$ cat src/rtl/wb_param_loader.sv
// wb_param_loader: Wishbone initiator that collects one neuron parameter
// record from a valid/ready word stream, writes it into the parameter
// register block, and optionally reads every word back to confirm it landed.
module wb_param_loader #(
    parameter logic [31:0] PARAM_BASE  = 32'h8002_0000,
    parameter int          NUM_WORDS   = 12,
    parameter int          ACK_TIMEOUT = 15
) (
    input  logic        wb_clk_i,
    input  logic        wb_rst_i,
    input  logic        word_valid_i,
    input  logic [31:0] word_data_i,
    output logic        word_ready_o,
    input  logic        verify_i,
    output logic        wbm_cyc_o,
    output logic        wbm_stb_o,
    output logic        wbm_we_o,
    output logic [3:0]  wbm_sel_o,
    output logic [31:0] wbm_adr_o,
    output logic [31:0] wbm_dat_o,
    input  logic        wbm_ack_i,
    input  logic [31:0] wbm_dat_i,
    output logic        busy_o,
    output logic        done_o,
    output logic        error_o,
    output logic [3:0]  err_idx_o
);

    typedef enum logic [2:0] {
        IDLE,
        WR,
        WGAP,
        RD,
        RGAP,
        DONE
    } state_t;

    localparam logic [3:0]        LAST_IDX  = 4'(NUM_WORDS - 1);
    localparam int                WAIT_W    = $clog2(ACK_TIMEOUT + 1);
    localparam logic [WAIT_W-1:0] WAIT_LAST = WAIT_W'(ACK_TIMEOUT - 1);

    state_t            state_q, state_d;
    logic [3:0]        cnt_q, cnt_d;
    logic [3:0]        idx_q, idx_d;
    logic              verify_q, verify_d;
    logic              error_q, error_d;
    logic [3:0]        errIdx_q, errIdx_d;
    logic [WAIT_W-1:0] waitCnt_q, waitCnt_d;
    logic [31:0]       buffer_q [NUM_WORDS];

    logic        wordReady;
    logic        wordHs;
    logic        busActive;
    logic [31:0] busAdr;

    // The loader only takes words while idle and never while reset is held,
    // so a word presented during reset is not silently swallowed.
    assign wordReady = (state_q == IDLE) && wb_rst_i;
    assign wordHs    = word_valid_i && wordReady;

    assign busActive = (state_q == WR) || (state_q == RD);
    assign busAdr    = PARAM_BASE + {26'd0, idx_q, 2'b00};

    assign word_ready_o = wordReady;
    assign wbm_cyc_o    = busActive;
    assign wbm_stb_o    = busActive;
    assign wbm_we_o     = (state_q == WR);
    assign wbm_sel_o    = busActive ? 4'hF : 4'h0;
    assign wbm_adr_o    = busActive ? busAdr : 32'd0;
    assign wbm_dat_o    = (state_q == WR) ? buffer_q[idx_q] : 32'd0;
    assign busy_o       = ((state_q != IDLE) && (state_q != DONE)) ||
                          ((state_q == IDLE) && (cnt_q != 4'd0));
    assign done_o       = (state_q == DONE);
    assign error_o      = error_q;
    assign err_idx_o    = errIdx_q;

    // Record buffer: each accepted stream word lands in the slot named by the fill count.
    always_ff @(posedge wb_clk_i) begin
        if (wordHs) begin
            buffer_q[cnt_q] <= word_data_i;
        end
    end

    // State and bookkeeping registers; reset returns to an empty, idle loader.
    always_ff @(posedge wb_clk_i) begin
        if (!wb_rst_i) begin
            state_q   <= IDLE;
            cnt_q     <= 4'd0;
            idx_q     <= 4'd0;
            verify_q  <= 1'b0;
            error_q   <= 1'b0;
            errIdx_q  <= 4'd0;
            waitCnt_q <= '0;
        end else begin
            state_q   <= state_d;
            cnt_q     <= cnt_d;
            idx_q     <= idx_d;
            verify_q  <= verify_d;
            error_q   <= error_d;
            errIdx_q  <= errIdx_d;
            waitCnt_q <= waitCnt_d;
        end
    end

    // Next-state logic: fill, fire-and-forget writes with a gap, then optional acked readback.
    always_comb begin
        state_d   = state_q;
        cnt_d     = cnt_q;
        idx_d     = idx_q;
        verify_d  = verify_q;
        error_d   = error_q;
        errIdx_d  = errIdx_q;
        waitCnt_d = waitCnt_q;

        case (state_q)
            IDLE: begin
                if (wordHs) begin
                    if (cnt_q == 4'd0) begin
                        error_d  = 1'b0;
                        errIdx_d = 4'd0;
                    end
                    if (cnt_q == LAST_IDX) begin
                        cnt_d    = 4'd0;
                        idx_d    = 4'd0;
                        verify_d = verify_i;
                        state_d  = WR;
                    end else begin
                        cnt_d = cnt_q + 4'd1;
                    end
                end
            end

            WR: begin
                state_d = WGAP;
            end

            WGAP: begin
                if (idx_q != LAST_IDX) begin
                    idx_d   = idx_q + 4'd1;
                    state_d = WR;
                end else if (verify_q) begin
                    idx_d     = 4'd0;
                    waitCnt_d = '0;
                    state_d   = RD;
                end else begin
                    state_d = DONE;
                end
            end

            RD: begin
                if (wbm_ack_i) begin
                    if ((wbm_dat_i != buffer_q[idx_q]) && !error_q) begin
                        error_d  = 1'b1;
                        errIdx_d = idx_q;
                    end
                    state_d = RGAP;
                end else if (waitCnt_q == WAIT_LAST) begin
                    if (!error_q) begin
                        error_d  = 1'b1;
                        errIdx_d = idx_q;
                    end
                    state_d = RGAP;
                end else begin
                    waitCnt_d = waitCnt_q + WAIT_W'(1);
                end
            end

            RGAP: begin
                if (!wbm_ack_i) begin
                    if (idx_q != LAST_IDX) begin
                        idx_d     = idx_q + 4'd1;
                        waitCnt_d = '0;
                        state_d   = RD;
                    end else begin
                        state_d = DONE;
                    end
                end
            end

            DONE: begin
                state_d = IDLE;
            end

            default: begin
                state_d = IDLE;
            end
        endcase
    end

endmodule

$ cat config.mk
export PLATFORM = sky130hd
export DESIGN_NAME = wb_param_loader
export DESIGN_NICKNAME = d
export VERILOG_FILES = /design/src/rtl/wb_param_loader.sv
export SDC_FILE = /design/constraint.sdc
export NUM_CORES = 1
export LEC_CHECK = 0
export ABC_AREA = 0
export BUFFER_PORTS_ARGS = -buffer_cell sky130_fd_sc_hd__buf_2
export CAP_MARGIN = 5
export CORE_MARGIN = 4
export CORE_UTILIZATION = 54
export CTS_CLUSTER_DIAMETER = 200
export DETAILED_ROUTE_END_ITERATION = 8
export GPL_TIMING_DRIVEN = 1
export PLACE_DENSITY = 0.86
export SLEW_MARGIN = 40
export SYNTH_ARGS = -nofsm -noshare
export SYNTH_HDL_FRONTEND = slang
export SYNTH_SLANG_ARGS = --single-unit
export TNS_END_PERCENT = 1
$ cat constraint.sdc
create_clock -name wb_clk_i -period 3.35 [get_ports wb_clk_i]
set_input_delay 0.1675 -clock wb_clk_i [delete_from_list [all_inputs] [get_ports wb_clk_i]]
set_output_delay 0.1675 -clock wb_clk_i [all_outputs]
set_load 0.005 [all_outputs]
==> results.md <==
* Cell count along the critical path at 10
* H-tree depth at 2
* Initial antenna violation count at 0
* Combinational power share at around 3.8%
* Largest net degree at the start of global routing at 34
* DRT Pass-1 Iters at 5
* GRT Resource Usage Total at between 20% and 30%
* ANT cells at 0
* Maximum vdd drop at approximately 0.00043 V
* Vias in the first global route at about 10000
* Ranking of synthesized cells by area: edfxtp_1, mux4_2, mux2i_1
* Critical Path RT at about 3.8 ns
* Core Rows at 64
* Overall power at about 10000 uW
* R2R depth at 10
* Remaining antenna violation count at 0
* Worst clock skew at roughly 0.013 ns
* Root Buffer: clkbuf_16
* First-pass GRT wire length at between 60000 and 70000 um
* Cell Chain, Critical Path: buf_12 > mux4_2 > mux2i_1 > xnor2_1 > nor4_1 > buf_4 > a31o_2 > o2111ai_1 > nor3b_1 > o21a_1
* Worst reg2reg path endpoint: error_o
* Family with the most delay on the worst path: multiplexers
* CTS clock-pin slew for the worst setup and hold paths at 0.06 ns
* DP Worst Slack at 0.0986 ns
* Seq pwr share at 54.8%
* Final min period at 3.24 ns
* DR vias at about 9900
* Overflow after GRT at 0
* Max Freq at between 300 and 400 MHz
* Wire per inst at 25.9 um
* Setup violations, final at 0
* Hold Violations, Final at 0
* Clock power frac at 41.4%
* Hold EP: buffer_q[9][8]
* Post-Syn Area at 17100 sq um
* Max_slew headroom at about 47%
* Slew @ Worst Pin at ~0.79 ns
* Share of layout cells above drive strength 1 at ~28%
* Leakage at between 0.006 and 0.007 uW
* Synth cell types at between 50 and 60
* Setup TNS Final at 0 ns
* Setup CP Type: reg -> reg
* Die Span X at 186 um
* Sw power at 2030 uW
* Worst EP arrival at around 3.6 ns
* Final WS setup at between 0.1 and 0.15 ns
* Area leader, netlist: edfxtp_1
* Critical path's slowest cell: mux4_2
* HP Class: in -> reg
* Post-synth EDFFs at around 380
* Full die area at 34600 sq um
* Switching portion of total power at ~20%
* Total Wirelength at 41300 um
* Syn. warnings at 0
* Crit end category: flip-flop
* Core area at approximately 31000 sq um
* DRC at 0
* Area grow syn2layout at 16.7%
* Min-Delay Path Depth at 1
* Worst skew pair latency at approximately 0.52 ns
* DRT iter0 DRCs at between 1000 and 1500
* Outcome: finished, final reports clean
* Port Buf Inserts at between 100 and 150
* Placed wire-length estimate at 26300 um
* Max-slew violation count at 0
* MaxCap Viol Count at 0
* Seq/Total Area, Yosys at between 70% and 80%
* Nets at about 1200
* GP Congestion at around 0.89
* CP startpoint kind: flip-flop
* R2r setup slk at about 0.11 ns
* Worst Path Buf+Inv at 2
* CTS buffer count at 40
* Cells after Synth at around 970
* Die Ht at approximately 190 um
* PD cells at approximately 520 nW/um^2
* Syn avg cell area at 17.6 sq um
* Starting density of the core at a little under three fifths
* CTS tree: yes
* Fraction of the cycle the final worst path needs at between 90% and 100%
* Asr flop ratio synth at 0%
* Via-to-Cell Ratio at 6.20
* Fillcell total at 2024
* Main synth FF type: edfxtp_1
* Yosys reg bits at a little over 400
* Max clock buf depth at 3
* CP max FO at 10
* CP max stage delay at roughly 0.51 ns
* Yosys top cell area share at about two thirds
* Number of top-level pins at between 100 and 150
* Clock Sinks at 409
* Internal at 8260 uW
* Hold Startpoint: word_data_i[8]
-- kinds of logic (layout without fill, tap and decap cells) --
group           after synthesis  count (layout)  synth area share [%]
xor+xnor                     61              61                  3.12
mux                         143             143                  14.2
flops                       409             409                  70.3
fa+ha+maj                     7               7                 0.512
other cells                   1              26                0.0219
simple gates                173             173                  4.98
buf+inv                      88             286                  3.13
compound gates               91              91                  3.68
-- final cells by class --
type	instances	area [sq um]	share of cell area, %
sequential	409	12000	60.3
multi-input combinational	501	4670	23.4
timing repair buffer	204	1480	7.44
clock buffer	57	1090	5.44
tap	396	495	2.48
clock inverter	14	141	0.708
inverter	11	41.3	0.207
-- sequential cells by signal, indices dropped and copies added (netlist names), named ones only --
register   flops
buffer_q     384
cnt_q          4
err_idx_o      4
idx_q          4
waitCnt_q      4
state_q        3
error_o        1
verify_q       1
-- Yosys cell counts, types with 3 or more instances --
cell type	count
a211oi_1	17
a21boi_0	3
a21oi_1	16
a22o_1	3
a22oi_1	11
and2_1	11
and3_1	13
buf_1	3
buf_2	11
buf_4	45
buf_6	3
clkbuf_1	15
dfxtp_1	25
edfxtp_1	384
ha_1	7
inv_1	11
mux2_2	10
mux2i_1	54
mux4_2	79
nand2_1	30
nand3_1	9
nand4_1	9
nor2_1	59
nor2b_1	9
nor3_1	16
nor4_1	4
o2111ai_1	4
o211ai_1	3
o21a_1	3
o21ai_0	15
o31ai_1	3
xnor2_1	37
xor2_1	24
-- cell usage in the layout (no fill, tap or decap), types with 17 or more instances in the layout --
| cell type | n |
|---|---|
| mux2i_1 | 54 |
| conb_1 | 26 |
| xnor2_1 | 37 |
| buf_4 | 41 |
| xor2_1 | 24 |
| nor2_1 | 59 |
| a211oi_1 | 17 |
| clkbuf_16 | 41 |
| dfxtp_1 | 22 |
| edfxtp_1 | 384 |
| dlygate4sd3_1 | 27 |
| buf_2 | 121 |
| mux4_2 | 79 |
| nand2_1 | 30 |
-- worst max-delay path by stage --
stage	startpoint	to	slack [ns]
CTS	flip-flop	error_o	0.007
global placement	flip-flop	error_o	0.20
finish	flip-flop	error_o	0.11
floorplan	state_q[0]	buffer_q[3][0]	0.57
detailed placement	flip-flop	error_o	0.1
global route	flip-flop	error_o	-0.00009
-- metrics by stage --
stage	std cells	utilization, %	instance area (sq um)	hold slack (ns)
after floorplan	998	-	17200	0.266
after global placement	1486	59.5	18400	0.436
after detailed placement	1486	59.5	18400	0.440
after CTS	1584	64.3	19900	0.00290
after global routing	1592	64.6	20000	0.00987
final	1592	64.6	20000	0.0149
-- routing by layer --
layer | up-vias | share of wire (%) | global-route usage (%) | wire, um
met4 | 0 | 2.9 | 7.55 | 1190
met5 | - | 0 | 0 | 0
li1 | 4181 | - | - | -
met2 | 666 | 48 | 38.0 | 19800
met3 | 94 | 12 | 6.25 | 4780
met1 | 4930 | 37 | 32.9 | 15500
-- power by group through the flow --
stage / combinational, uW / sequential, uW / clock, uW
after floorplan: 172 / 5750 / 0
after global placement: 339 / 5750 / 0
after detailed placement: 351 / 5750 / 0
after CTS: 380 / 5640 / 4290
after global routing: 417 / 5640 / 4530
final: 390 / 5640 / 4260
-- what timing repair did --
action,CTS,global route
endpoints found under the hold margin,308,0
buffers inserted,0,8
resized for setup,0,2
setup endpoints to repair,0,5
hold buffers,27,0
Note: power is estimated with default switching activity, not from simulation.
